===== src/rtl/focus_metric_accum.sv =====
// focus_metric_accum
//
// Purpose:
//   Scores image sharpness from the filter stage's registered VGA output. The
//   edge magnitude (gray channel) is thresholded and summed over a centred
//   region of interest. This produces one saturating score per frame. A sweep
//   FSM steps the focus position through a req/ack handshake with the focus
//   driver. It records the sharpest position and then parks the lens there.
//
// Build option:
//   FOCUS_TIMEOUT_EN - when defined, a request without an ack for TIMEOUT
//                      cycles aborts the sweep and sets the sticky error flag.
//                      When undefined, requests wait forever and error is 0.
//
// Ports:
//   VGA_CLK       in   pixel clock
//   reset         in   synchronous, active-high reset
//   iEDGE         in   edge magnitude (filter red channel)
//   iVGA_HS       in   horizontal sync, low between lines
//   iVGA_VS       in   vertical sync, low between frames
//   iVGA_BLANK_N  in   high during active pixels
//   enable        in   auto-focus mode; low forces the FSM to idle
//   start         in   one-cycle pulse that begins a sweep
//   focus_ack     in   focus driver accepted focus_pos
//   frame_score   out  last completed frame's score
//   score_valid   out  one-cycle pulse when frame_score updates
//   best_score    out  best score in the current or last sweep
//   best_pos      out  position of best_score
//   focus_pos     out  requested focus position
//   focus_req     out  request to the focus driver
//   busy          out  FSM not idle
//   done          out  one-cycle pulse when a sweep completes
//   error         out  sticky ack-timeout flag
module focus_metric_accum #(
    parameter int unsigned WIDTH         = 800,
    parameter int unsigned HEIGHT        = 480,
    parameter int unsigned ROI_MARGIN    = 16,
    parameter int unsigned THRESH        = 8,
    parameter int unsigned SUM_BITS      = 32,
    parameter int unsigned POS_BITS      = 10,
    parameter int unsigned MAX_POS       = 1023,
    parameter int unsigned STEP          = 64,
    parameter int unsigned SETTLE_FRAMES = 2,
    parameter int unsigned TIMEOUT       = 1000000
) (
    input  logic                VGA_CLK,
    input  logic                reset,
    input  logic [7:0]          iEDGE,
    input  logic                iVGA_HS,
    input  logic                iVGA_VS,
    input  logic                iVGA_BLANK_N,
    input  logic                enable,
    input  logic                start,
    input  logic                focus_ack,
    output logic [SUM_BITS-1:0] frame_score,
    output logic                score_valid,
    output logic [SUM_BITS-1:0] best_score,
    output logic [POS_BITS-1:0] best_pos,
    output logic [POS_BITS-1:0] focus_pos,
    output logic                focus_req,
    output logic                busy,
    output logic                done,
    output logic                error
);

    localparam int unsigned XW = $clog2(WIDTH + 1);
    localparam int unsigned YW = $clog2(HEIGHT + 1);
    localparam int unsigned SW = (SETTLE_FRAMES > 1) ? $clog2(SETTLE_FRAMES) : 1;

    localparam logic [XW-1:0]       XLo       = XW'(ROI_MARGIN);
    localparam logic [XW-1:0]       XHi       = XW'(WIDTH - ROI_MARGIN);
    localparam logic [YW-1:0]       YLo       = YW'(ROI_MARGIN);
    localparam logic [YW-1:0]       YHi       = YW'(HEIGHT - ROI_MARGIN);
    localparam logic [7:0]          Thresh    = 8'(THRESH);
    localparam logic [POS_BITS:0]   StepWide  = (POS_BITS + 1)'(STEP);
    localparam logic [POS_BITS:0]   MaxWide   = (POS_BITS + 1)'(MAX_POS);
    localparam logic [POS_BITS-1:0] StepPos   = POS_BITS'(STEP);
    localparam logic [SW-1:0]       SettleEnd = SW'(SETTLE_FRAMES - 1);

    // ------------------------------------------------------------------
    // Input registers and edge detection
    // ------------------------------------------------------------------
    logic [7:0] edge_q;
    logic       hs_q, vs_q, blank_q;
    logic       hs_prev_q, vs_prev_q, blank_prev_q;

    always_ff @(posedge VGA_CLK) begin
        if (reset) begin
            edge_q       <= '0;
            hs_q         <= 1'b0;
            vs_q         <= 1'b0;
            blank_q      <= 1'b0;
            hs_prev_q    <= 1'b0;
            vs_prev_q    <= 1'b0;
            blank_prev_q <= 1'b0;
        end else begin
            edge_q       <= iEDGE;
            hs_q         <= iVGA_HS;
            vs_q         <= iVGA_VS;
            blank_q      <= iVGA_BLANK_N;
            hs_prev_q    <= hs_q;
            vs_prev_q    <= vs_q;
            blank_prev_q <= blank_q;
        end
    end

    logic hs_fall, vs_fall, blank_fall;

    assign hs_fall    = hs_prev_q & ~hs_q;
    assign vs_fall    = vs_prev_q & ~vs_q;
    assign blank_fall = blank_prev_q & ~blank_q;

    // ------------------------------------------------------------------
    // Pixel position counters and ROI accumulator
    // ------------------------------------------------------------------
    logic [XW-1:0]       x_q, x_d;
    logic [YW-1:0]       y_q, y_d;
    logic [SUM_BITS-1:0] sum_q, sum_d;
    logic [SUM_BITS-1:0] frame_score_q, frame_score_d;
    logic                score_valid_q, score_valid_d;
    logic [SUM_BITS:0]   sum_ext;
    logic                in_roi;
    logic                acc_en;

    always_comb begin
        in_roi  = (x_q >= XLo) && (x_q < XHi) && (y_q >= YLo) && (y_q < YHi);
        acc_en  = blank_q && in_roi && (edge_q >= Thresh);
        sum_ext = {1'b0, sum_q} + {{(SUM_BITS - 7){1'b0}}, edge_q};

        // Counters hold at all-ones so an overlong line or frame cannot wrap
        // back into the ROI.
        x_d = x_q;
        if (hs_fall) begin
            x_d = '0;
        end else if (blank_q && (x_q != '1)) begin
            x_d = x_q + XW'(1);
        end

        y_d = y_q;
        if (vs_fall) begin
            y_d = '0;
        end else if (blank_fall && (y_q != '1)) begin
            y_d = y_q + YW'(1);
        end

        sum_d         = sum_q;
        frame_score_d = frame_score_q;
        score_valid_d = 1'b0;
        if (vs_fall) begin
            frame_score_d = sum_q;
            sum_d         = '0;
            score_valid_d = 1'b1;
        end else if (acc_en) begin
            sum_d = sum_ext[SUM_BITS] ? '1 : sum_ext[SUM_BITS-1:0];
        end
    end

    always_ff @(posedge VGA_CLK) begin
        if (reset) begin
            x_q           <= '0;
            y_q           <= '0;
            sum_q         <= '0;
            frame_score_q <= '0;
            score_valid_q <= 1'b0;
        end else begin
            x_q           <= x_d;
            y_q           <= y_d;
            sum_q         <= sum_d;
            frame_score_q <= frame_score_d;
            score_valid_q <= score_valid_d;
        end
    end

    // ------------------------------------------------------------------
    // Focus sweep FSM
    // ------------------------------------------------------------------
    typedef enum logic [2:0] {
        StIdle,
        StMove,
        StSettle,
        StMeasure,
        StCompare,
        StFinalMove,
        StDone
    } state_e;

    state_e              state_q, state_d;
    logic [POS_BITS-1:0] pos_q, pos_d;
    logic [POS_BITS-1:0] focus_pos_q, focus_pos_d;
    logic [POS_BITS-1:0] best_pos_q, best_pos_d;
    logic [SUM_BITS-1:0] best_score_q, best_score_d;
    logic [SUM_BITS-1:0] meas_q, meas_d;
    logic [SW-1:0]       settle_cnt_q, settle_cnt_d;
    logic                last_pos;

`ifdef FOCUS_TIMEOUT_EN
    localparam int unsigned TW = (TIMEOUT > 1) ? $clog2(TIMEOUT) : 1;
    localparam logic [TW-1:0] ToLast = TW'(TIMEOUT - 1);

    logic [TW-1:0] to_cnt_q, to_cnt_d;
    logic          error_q, error_d;
`endif

    // Evaluated as pos > MAX_POS - STEP without underflow.
    assign last_pos = ({1'b0, pos_q} + StepWide) > MaxWide;

    always_comb begin
        state_d      = state_q;
        pos_d        = pos_q;
        focus_pos_d  = focus_pos_q;
        best_pos_d   = best_pos_q;
        best_score_d = best_score_q;
        meas_d       = meas_q;
        settle_cnt_d = settle_cnt_q;
`ifdef FOCUS_TIMEOUT_EN
        to_cnt_d     = '0;
        error_d      = error_q;
`endif

        unique case (state_q)
            StIdle: begin
                if (start && enable) begin
                    pos_d        = '0;
                    focus_pos_d  = '0;
                    best_pos_d   = '0;
                    best_score_d = '0;
                    settle_cnt_d = '0;
`ifdef FOCUS_TIMEOUT_EN
                    error_d      = 1'b0;
`endif
                    state_d      = StMove;
                end
            end
            StMove: begin
                if (focus_ack) begin
                    settle_cnt_d = '0;
                    state_d      = StSettle;
                end
            end
            StSettle: begin
                // Discarded frames flush any frame that straddled the move.
                if (score_valid_q) begin
                    if (settle_cnt_q == SettleEnd) begin
                        state_d = StMeasure;
                    end else begin
                        settle_cnt_d = settle_cnt_q + SW'(1);
                    end
                end
            end
            StMeasure: begin
                if (score_valid_q) begin
                    meas_d  = frame_score_q;
                    state_d = StCompare;
                end
            end
            StCompare: begin
                // Strict compare: ties keep the earlier (lower) position.
                if (meas_q > best_score_q) begin
                    best_score_d = meas_q;
                    best_pos_d   = pos_q;
                end
                if (last_pos) begin
                    focus_pos_d = best_pos_d;
                    state_d     = StFinalMove;
                end else begin
                    pos_d       = pos_q + StepPos;
                    focus_pos_d = pos_q + StepPos;
                    state_d     = StMove;
                end
            end
            StFinalMove: begin
                if (focus_ack) begin
                    state_d = StDone;
                end
            end
            StDone: begin
                state_d = StIdle;
            end
            default: begin
                state_d = StIdle;
            end
        endcase

`ifdef FOCUS_TIMEOUT_EN
        if (focus_req && !focus_ack) begin
            if (to_cnt_q == ToLast) begin
                state_d = StIdle;
                error_d = 1'b1;
            end else begin
                to_cnt_d = to_cnt_q + TW'(1);
            end
        end
`endif

        // Leaving auto-focus mode aborts immediately and keeps partial best_*.
        if (!enable) begin
            state_d = StIdle;
        end
    end

    always_ff @(posedge VGA_CLK) begin
        if (reset) begin
            state_q      <= StIdle;
            pos_q        <= '0;
            focus_pos_q  <= '0;
            best_pos_q   <= '0;
            best_score_q <= '0;
            meas_q       <= '0;
            settle_cnt_q <= '0;
`ifdef FOCUS_TIMEOUT_EN
            to_cnt_q     <= '0;
            error_q      <= 1'b0;
`endif
        end else begin
            state_q      <= state_d;
            pos_q        <= pos_d;
            focus_pos_q  <= focus_pos_d;
            best_pos_q   <= best_pos_d;
            best_score_q <= best_score_d;
            meas_q       <= meas_d;
            settle_cnt_q <= settle_cnt_d;
`ifdef FOCUS_TIMEOUT_EN
            to_cnt_q     <= to_cnt_d;
            error_q      <= error_d;
`endif
        end
    end

    // ------------------------------------------------------------------
    // Outputs
    // ------------------------------------------------------------------
    assign frame_score = frame_score_q;
    assign score_valid = score_valid_q;
    assign best_score  = best_score_q;
    assign best_pos    = best_pos_q;
    assign focus_pos   = focus_pos_q;
    assign focus_req   = (state_q == StMove) || (state_q == StFinalMove);
    assign busy        = (state_q != StIdle);
    assign done        = (state_q == StDone);

`ifdef FOCUS_TIMEOUT_EN
    assign error = error_q;
`else
    logic unused_timeout;
    assign unused_timeout = (TIMEOUT != 0);
    assign error          = 1'b0;
`endif

endmodule


===== config.mk =====
export PLATFORM = sky130hd
export DESIGN_NAME = focus_metric_accum
export DESIGN_NICKNAME = d
export VERILOG_FILES = /design/src/rtl/focus_metric_accum.sv
export SDC_FILE = /design/constraint.sdc
export NUM_CORES = 1
export LEC_CHECK = 0
export CORE_MARGIN = 3
export CORE_UTILIZATION = 55
export DETAILED_ROUTE_END_ITERATION = 6
export PLACE_DENSITY = 0.79
export SETUP_SLACK_MARGIN = 0.02
export SLEW_MARGIN = 20
export SYNTH_ARGS = -nofsm -noshare
export SYNTH_HDL_FRONTEND = slang
export SYNTH_SLANG_ARGS = --single-unit

===== constraint.sdc =====
create_clock -name VGA_CLK -period 3.25 [get_ports VGA_CLK]
set_input_delay 0.65 -clock VGA_CLK [delete_from_list [all_inputs] [get_ports VGA_CLK]]
set_output_delay 0.65 -clock VGA_CLK [all_outputs]
set_load 0.02 [all_outputs]

# Word level (Yosys, flattened, before mapping)
# Cells that the tools add are included.
[op_classes] order_cmp=7 bitwise=7 add_sub_neg=6 n_eq_ne=16 n_mux=25 reduce_logical=22
[ops] operator="32-bit two-way mux" count=3
[ops] operator="32-bit case mux with 2 select lines" count=1
[ops] operator="10-bit case mux with 2 select lines" count=3
[ops] operator="10-bit two-way mux" count=4
[ops] operator="32-bit by 8-bit adder with 33-bit output" count=1
[ops] operator="32-bit > comparator" count=1
[ops] operator="3-bit two-way mux" count=7
[ops] operator="3-bit case mux with 6 select lines" count=1
[ops] operator="2-bit != test, second input constant" count=8
[ops] operator="10-bit by 7-bit adder with 11-bit output, second input constant" count=1
[ops] operator="11-bit by 10-bit > comparator with 1-bit output, second input constant" count=1
[ops] operator="10-bit by 1-bit adder with 10-bit output, second input constant" count=1
[ops] operator="10-bit by 7-bit adder with 10-bit output, second input constant" count=1
[ops] operator="10-bit by 5-bit >= comparator with 1-bit output, second input constant" count=1
[ops] operator="10-bit less-than comparator, second input constant" count=1
[ops] operator="10-bit != test, second input constant" count=1
[ops] operator="9-bit by 1-bit adder with 9-bit output, second input constant" count=1
[ops] operator="3-bit == test, second input constant" count=3
[ops] operator="9-bit by 5-bit >= comparator with 1-bit output, second input constant" count=1
[ops] operator="9-bit less-than comparator, second input constant" count=1
[ops] operator="9-bit != test, second input constant" count=1
[ops] operator="8-bit by 4-bit >= comparator with 1-bit output, second input constant" count=1
[ops] operator="1-bit logical AND" count=8
[ops] operator="3-bit by 2-bit == test with 1-bit output, second input constant" count=2
[ops] operator="other kinds (15)" count=29
[totals] ff_bits=196 inputBits=16 output_inout_bits=89 wordCells=102

# Depth between registers and ports, before layout
# Gate-level depths: netlist of run 1.
[depth] ltp_word=6 depth_mapped=11 ltp_nobuf=10

# Worst setup path before layout of run 1
# OpenSTA, ideal clock, no wires.
[synth_timing] path_type="register -> register" startpoint="register best_score_q[14] (netlist: best_score[14])" endpoint="register focus_pos_q[6] (netlist: focus_pos[6])" setup_time_ns=0.081 slack_ns=0.602 path_stages_with_launch=10 path_buffers=0 required_time_ns=3.169 arrival_time_ns=2.567 synth_period_minus_slack_ns=2.648 cell_sequence="dfxtp_1 inv_1 ha_1 a21oi_1 nand2_1 a221o_1 or3_4 a22oi_4 mux2_2 a41oi_1"
[synth_between] elab_chain_cells=4
[synth_rtl] item="start: declaration" line_no="191" rtl="logic [SUM_BITS-1:0] best_score_q, best_score_d;"
[synth_rtl] item="start signal: assignment" line_no="319" rtl="best_score_q <= best_score_d;"
[synth_rtl] item="32-bit > comparator" line_no="258" rtl="if (meas_q > best_score_q) begin"
[synth_rtl] item="10-bit two-way mux" line_no="258"
[synth_rtl] item="10-bit two-way mux" line_no="262" rtl="if (last_pos) begin"
[synth_rtl] item="10-bit case mux with 2 select lines" line_no="220" rtl="unique case (state_q)"
[synth_rtl] item="end signal: assignment" line_no="317" rtl="focus_pos_q <= focus_pos_d;"
[synth_rtl] item="end: declaration" line_no="189" rtl="logic [POS_BITS-1:0] focus_pos_q, focus_pos_d;"
# No other way between the ends.
# A chain may end at the register's enable or synchronous reset.

# Worst setup path after layout of run 1
[layout_timing] startpoint="register best_score_q[14] (netlist: best_score[14])" endpoint="register best_score_q[23] (netlist: best_score[23])"
[layout_between] elab_chain_cells=3
[layout_rtl] item="32-bit > comparator" line_no="258"
[layout_rtl] item="2-bit != test (no source line)"
[layout_rtl] item="3-bit AND reduction (no source line)"
# No other way between the ends.

==> flow_summary.yaml, run 1 <==
status:
  run_status: "finished clean"
yosys:
  synthArstFlopShare_pct: 0
  synth_seq_cells: 190
  synthesis.nets: 951
  mappedNetlistArea_mm2: 0.00820
  synth_top_cells_by_area: "sky130_fd_sc_hd__dfxtp_1 46%, sky130_fd_sc_hd__a22o_1 7.3%, sky130_fd_sc_hd__ha_1 7.2%"
  synth.top_cell.area_share_pct: 46.4
  netlist_instances: 887
  synth_cell_type_count: 65
  yosys.area.top_type: "sky130_fd_sc_hd__dfxtp_1"
  yosysSeqAreaShare_pct: 46.4
  synth_enable_flop_cells: 0
  synth_most_common_cell: "sky130_fd_sc_hd__dfxtp_1"
  yosys_most_used_dff: "sky130_fd_sc_hd__dfxtp_1"
  synth.yosys.warnings: 0
  netlist_top_cells_count: "190 x sky130_fd_sc_hd__dfxtp_1, 96 x sky130_fd_sc_hd__nand2_1, 87 x sky130_fd_sc_hd__a21oi_1"
  synthesis.area_per_instance_um2: 9.25
sta:
  rsz_0062_raised_after_global_routing: "no"
  slew_viol_final: 0
  max_clock_freq_mhz: 356
  finalWorstSetupSlack_ns: 0.437
  setup_tns_ns: 0
  timing.final.crit_share_pct: 86.5
  fin_skew_ns: 0.00900
  finalWorstPathRequiredPeriod_ns: 2.81
  setup_viol: 0
  finalHoldViolCount: 0
clocking:
  cts_resized: 0
  htree_levels: 4
  worst_setup_hold_path_clk_slew_ns: 0.07
  cts.sinks: 190
  cts_hold_buf: 0
  post_cts.repair.setup_buffers: 0
  clkLatencyLatePin_ns: 0.42
  tritoncts: "done"
  cts_buffers: 17
  clock_path_buffers: 2
  clockRootBuffer: "sky130_fd_sc_hd__clkbuf_16"
routing:
  routed_wl_um: 18400
  drt.antenna.violating_nets: 0
  detailedRoute.firstPassIterationCount: 6
  drt_iter0_markers: 569
  drt_drc_violations_left: 0
  avgViaCountPerCell: 5.69
  drt-wirelength-per-cell_um: 15.6
  route.vias.total: 6718
die:
  floorplan.initialDensity_pct: 56.2
  core.rowCount: 44
  fp.dieH_um: 128
  floorplan.die.width_um: 128
  pin_count: 105
  core_region_area_mm2: 0.0146
  die-area_mm2: 0.0164
grt:
  first_global_vias: 6279
  groute.usage.overall_pct: 23.2
  grt_first_pass_wirelength_um: 31100
  grt_antenna_before_repair: 0
  grt-ovfl-total: 0
  grt_start_max_net_pins: 42
worst_setup_path:
  start_kind: "flip-flop"
  critPathArrivalTime_ns: 3.13
  worst_r2r_startpoint: "best_score[14]"
  cp-endpoint: "best_score[23]"
  criticalPathCategory: "reg2reg"
  timing.critical_path.slowest_stage_cell: "sky130_fd_sc_hd__or3_4"
  reg2reg_slack_ns: 0.44
  crit_start: "best_score[14]"
  slowest_delay_ns: 0.42
  timing.critical_path.to_type: "flip-flop"
  crit_chain: "inv_1, ha_1, a21oi_1, nand2_1, a221o_1, or3_4, a22oi_4, nor3_4, buf_4, a22o_1"
  worst_ep_required_time_ns: 3.57
  r2r-end: "best_score[23]"
  reg2reg_depth: 10
  path_max_fanout: 34
pwr:
  worst_ir_drop_vdd_mv: 0.494
  p_leak_uw: 0.00372
  power_density_mw_per_mm2: 471
cells_and_area:
  final_layout_size_suffix_gt1_share_pct: 6.83
  antennaDiodeCount: 0
  design.final.nets: 1047
  final_cell_area_mm2: 0.0100
  syn2layout_area_growth_pct: 22.0
min_path:
  hp-class: "reg2reg"
placed_design:
  dp_slack_ns: 0.463
  place.gp.congestion: 0.863
  port_buffers: 103
  post_dp_cell_area_mm2: 0.00937
  hpwlAfterDp_um: 13200
job:
  cap_violations: 0
[how the worst min path moves through the flow]
stage / start / endpoint / cells past startpoint
3_3_place_gp: hs_q / hs_prev_q / 2
6_report: hs_q / hs_prev_q / 2
3_5_place_dp: hs_q / hs_prev_q / 2
5_1_grt: hs_q / hs_prev_q / 2
2_1_floorplan: hs_q / hs_prev_q / 2
4_1_cts: hs_q / hs_prev_q / 2
[registers in the layout (all words and copies together), names as in the netlist]
register	cells
hs_q	1
y_q	9
state_q	3
score_valid	1
x_q	10
best_score	32
edge_q	8
focus_pos	10
best_pos	10
blank_prev_q	1
vs_q	1
settle_cnt_q	1
pos_q	4
sum_q	32
blank_q	1
frame_score	32
hs_prev_q	1
vs_prev_q	1
meas_q	32
[report_power, final]
part           internal [µW]  leakage, µW  switching, µW
clock network           1390     0.000309            845
registers               2340      0.00153           8.80
logic                   48.1      0.00188           80.8
[critical path: cells and delay by family, from the launching register on]
| family | cells | cell delay, ns |
|---|---|---|
| buf+inv | 2 | 0.34 |
| flops | 1 | 0.37 |
| compound gates | 4 | 1.11 |
| fa+ha+maj | 1 | 0.32 |
| simple gates | 3 | 0.57 |
[area by class of cell]
| cell class | count | area [µm²] |
|---|---|---|
| clock buffers | 22 | 454 |
| clock inverters | 10 | 185 |
| fillers | 1126 | 4580 |
| inverters | 46 | 173 |
| multi-input cells | 606 | 3990 |
| flip-flops and latches | 190 | 3800 |
| well taps | 184 | 230 |
| repair buffers | 122 | 1170 |
[cell families after synthesis]
logic type	synth area share (%)
mux	0.641
simple gates	18.3
buf+inv	5.03
fa+ha+maj	7.41
xor+xnor	2.78
flops	46.4
compound gates	19.4
other cells	0.0457
[routing by layer]
metal | vias up | part of all wire (%) | GRT usage [%]
li1 | 3364 | - | -
met1 | 3161 | 45 | 30.2
met2 | 169 | 49 | 39.1
met3 | 24 | 4.7 | 4.04
met4 | 0 | 1.6 | 7.87
met5 | - | 0 | 0
[through the flow]
| step | cells | power (µW) | hold slack (ns) | utilization [%] |
|---|---|---|---|---|
| after global routing | 1180 | 4850 | 0.480 | 68.6 |
| after global placement | 1148 | 2530 | 0.449 | 64.2 |
| final | 1180 | 4710 | 0.445 | 68.6 |
| after detailed placement | 1148 | 2530 | 0.449 | 64.2 |
| after floorplan | 887 | 2490 | 0.416 | - |
| after CTS | 1180 | 4750 | 0.459 | 68.6 |
[cells in the final DEF (no fill, tap or decap), types with 3 or more instances in the layout]
cell                              count
sky130_fd_sc_hd__dfxtp_1            190
sky130_fd_sc_hd__clkdlybuf4s50_1    102
sky130_fd_sc_hd__nand2_1             96
sky130_fd_sc_hd__a21oi_1             86
sky130_fd_sc_hd__a22o_1              68
sky130_fd_sc_hd__nor2_1              60
sky130_fd_sc_hd__ha_1                47
sky130_fd_sc_hd__inv_1               46
sky130_fd_sc_hd__nand3_1             24
sky130_fd_sc_hd__o21ai_0             21
sky130_fd_sc_hd__nand4_1             20
sky130_fd_sc_hd__buf_4               19
sky130_fd_sc_hd__clkbuf_16           17
sky130_fd_sc_hd__nor2b_1             16
sky130_fd_sc_hd__xor2_1              14
sky130_fd_sc_hd__nor3_1              13
sky130_fd_sc_hd__xnor2_1             12
sky130_fd_sc_hd__and2_1              12
sky130_fd_sc_hd__and3_1               9
sky130_fd_sc_hd__a31oi_1              8
sky130_fd_sc_hd__a211oi_1             7
sky130_fd_sc_hd__and4_1               7
sky130_fd_sc_hd__nand2b_1             6
sky130_fd_sc_hd__a32oi_1              6
sky130_fd_sc_hd__or3_1                6
sky130_fd_sc_hd__a311oi_1             5
sky130_fd_sc_hd__bufinv_16            5
sky130_fd_sc_hd__nor4_1               4
sky130_fd_sc_hd__a21o_1               4
sky130_fd_sc_hd__clkbuf_1             4
sky130_fd_sc_hd__a221oi_1             3
sky130_fd_sc_hd__o21a_1               3
sky130_fd_sc_hd__or4_1                3
sky130_fd_sc_hd__mux2i_1              3
(Power assumes the default switching activity.)
==> inputs of run 2 (changes only) <==
CTS_CLUSTER_DIAMETER = 200   (was default)
==> results of run 2 <==
Same layout as run 1: the final DEF is identical, and so are final timing and power.
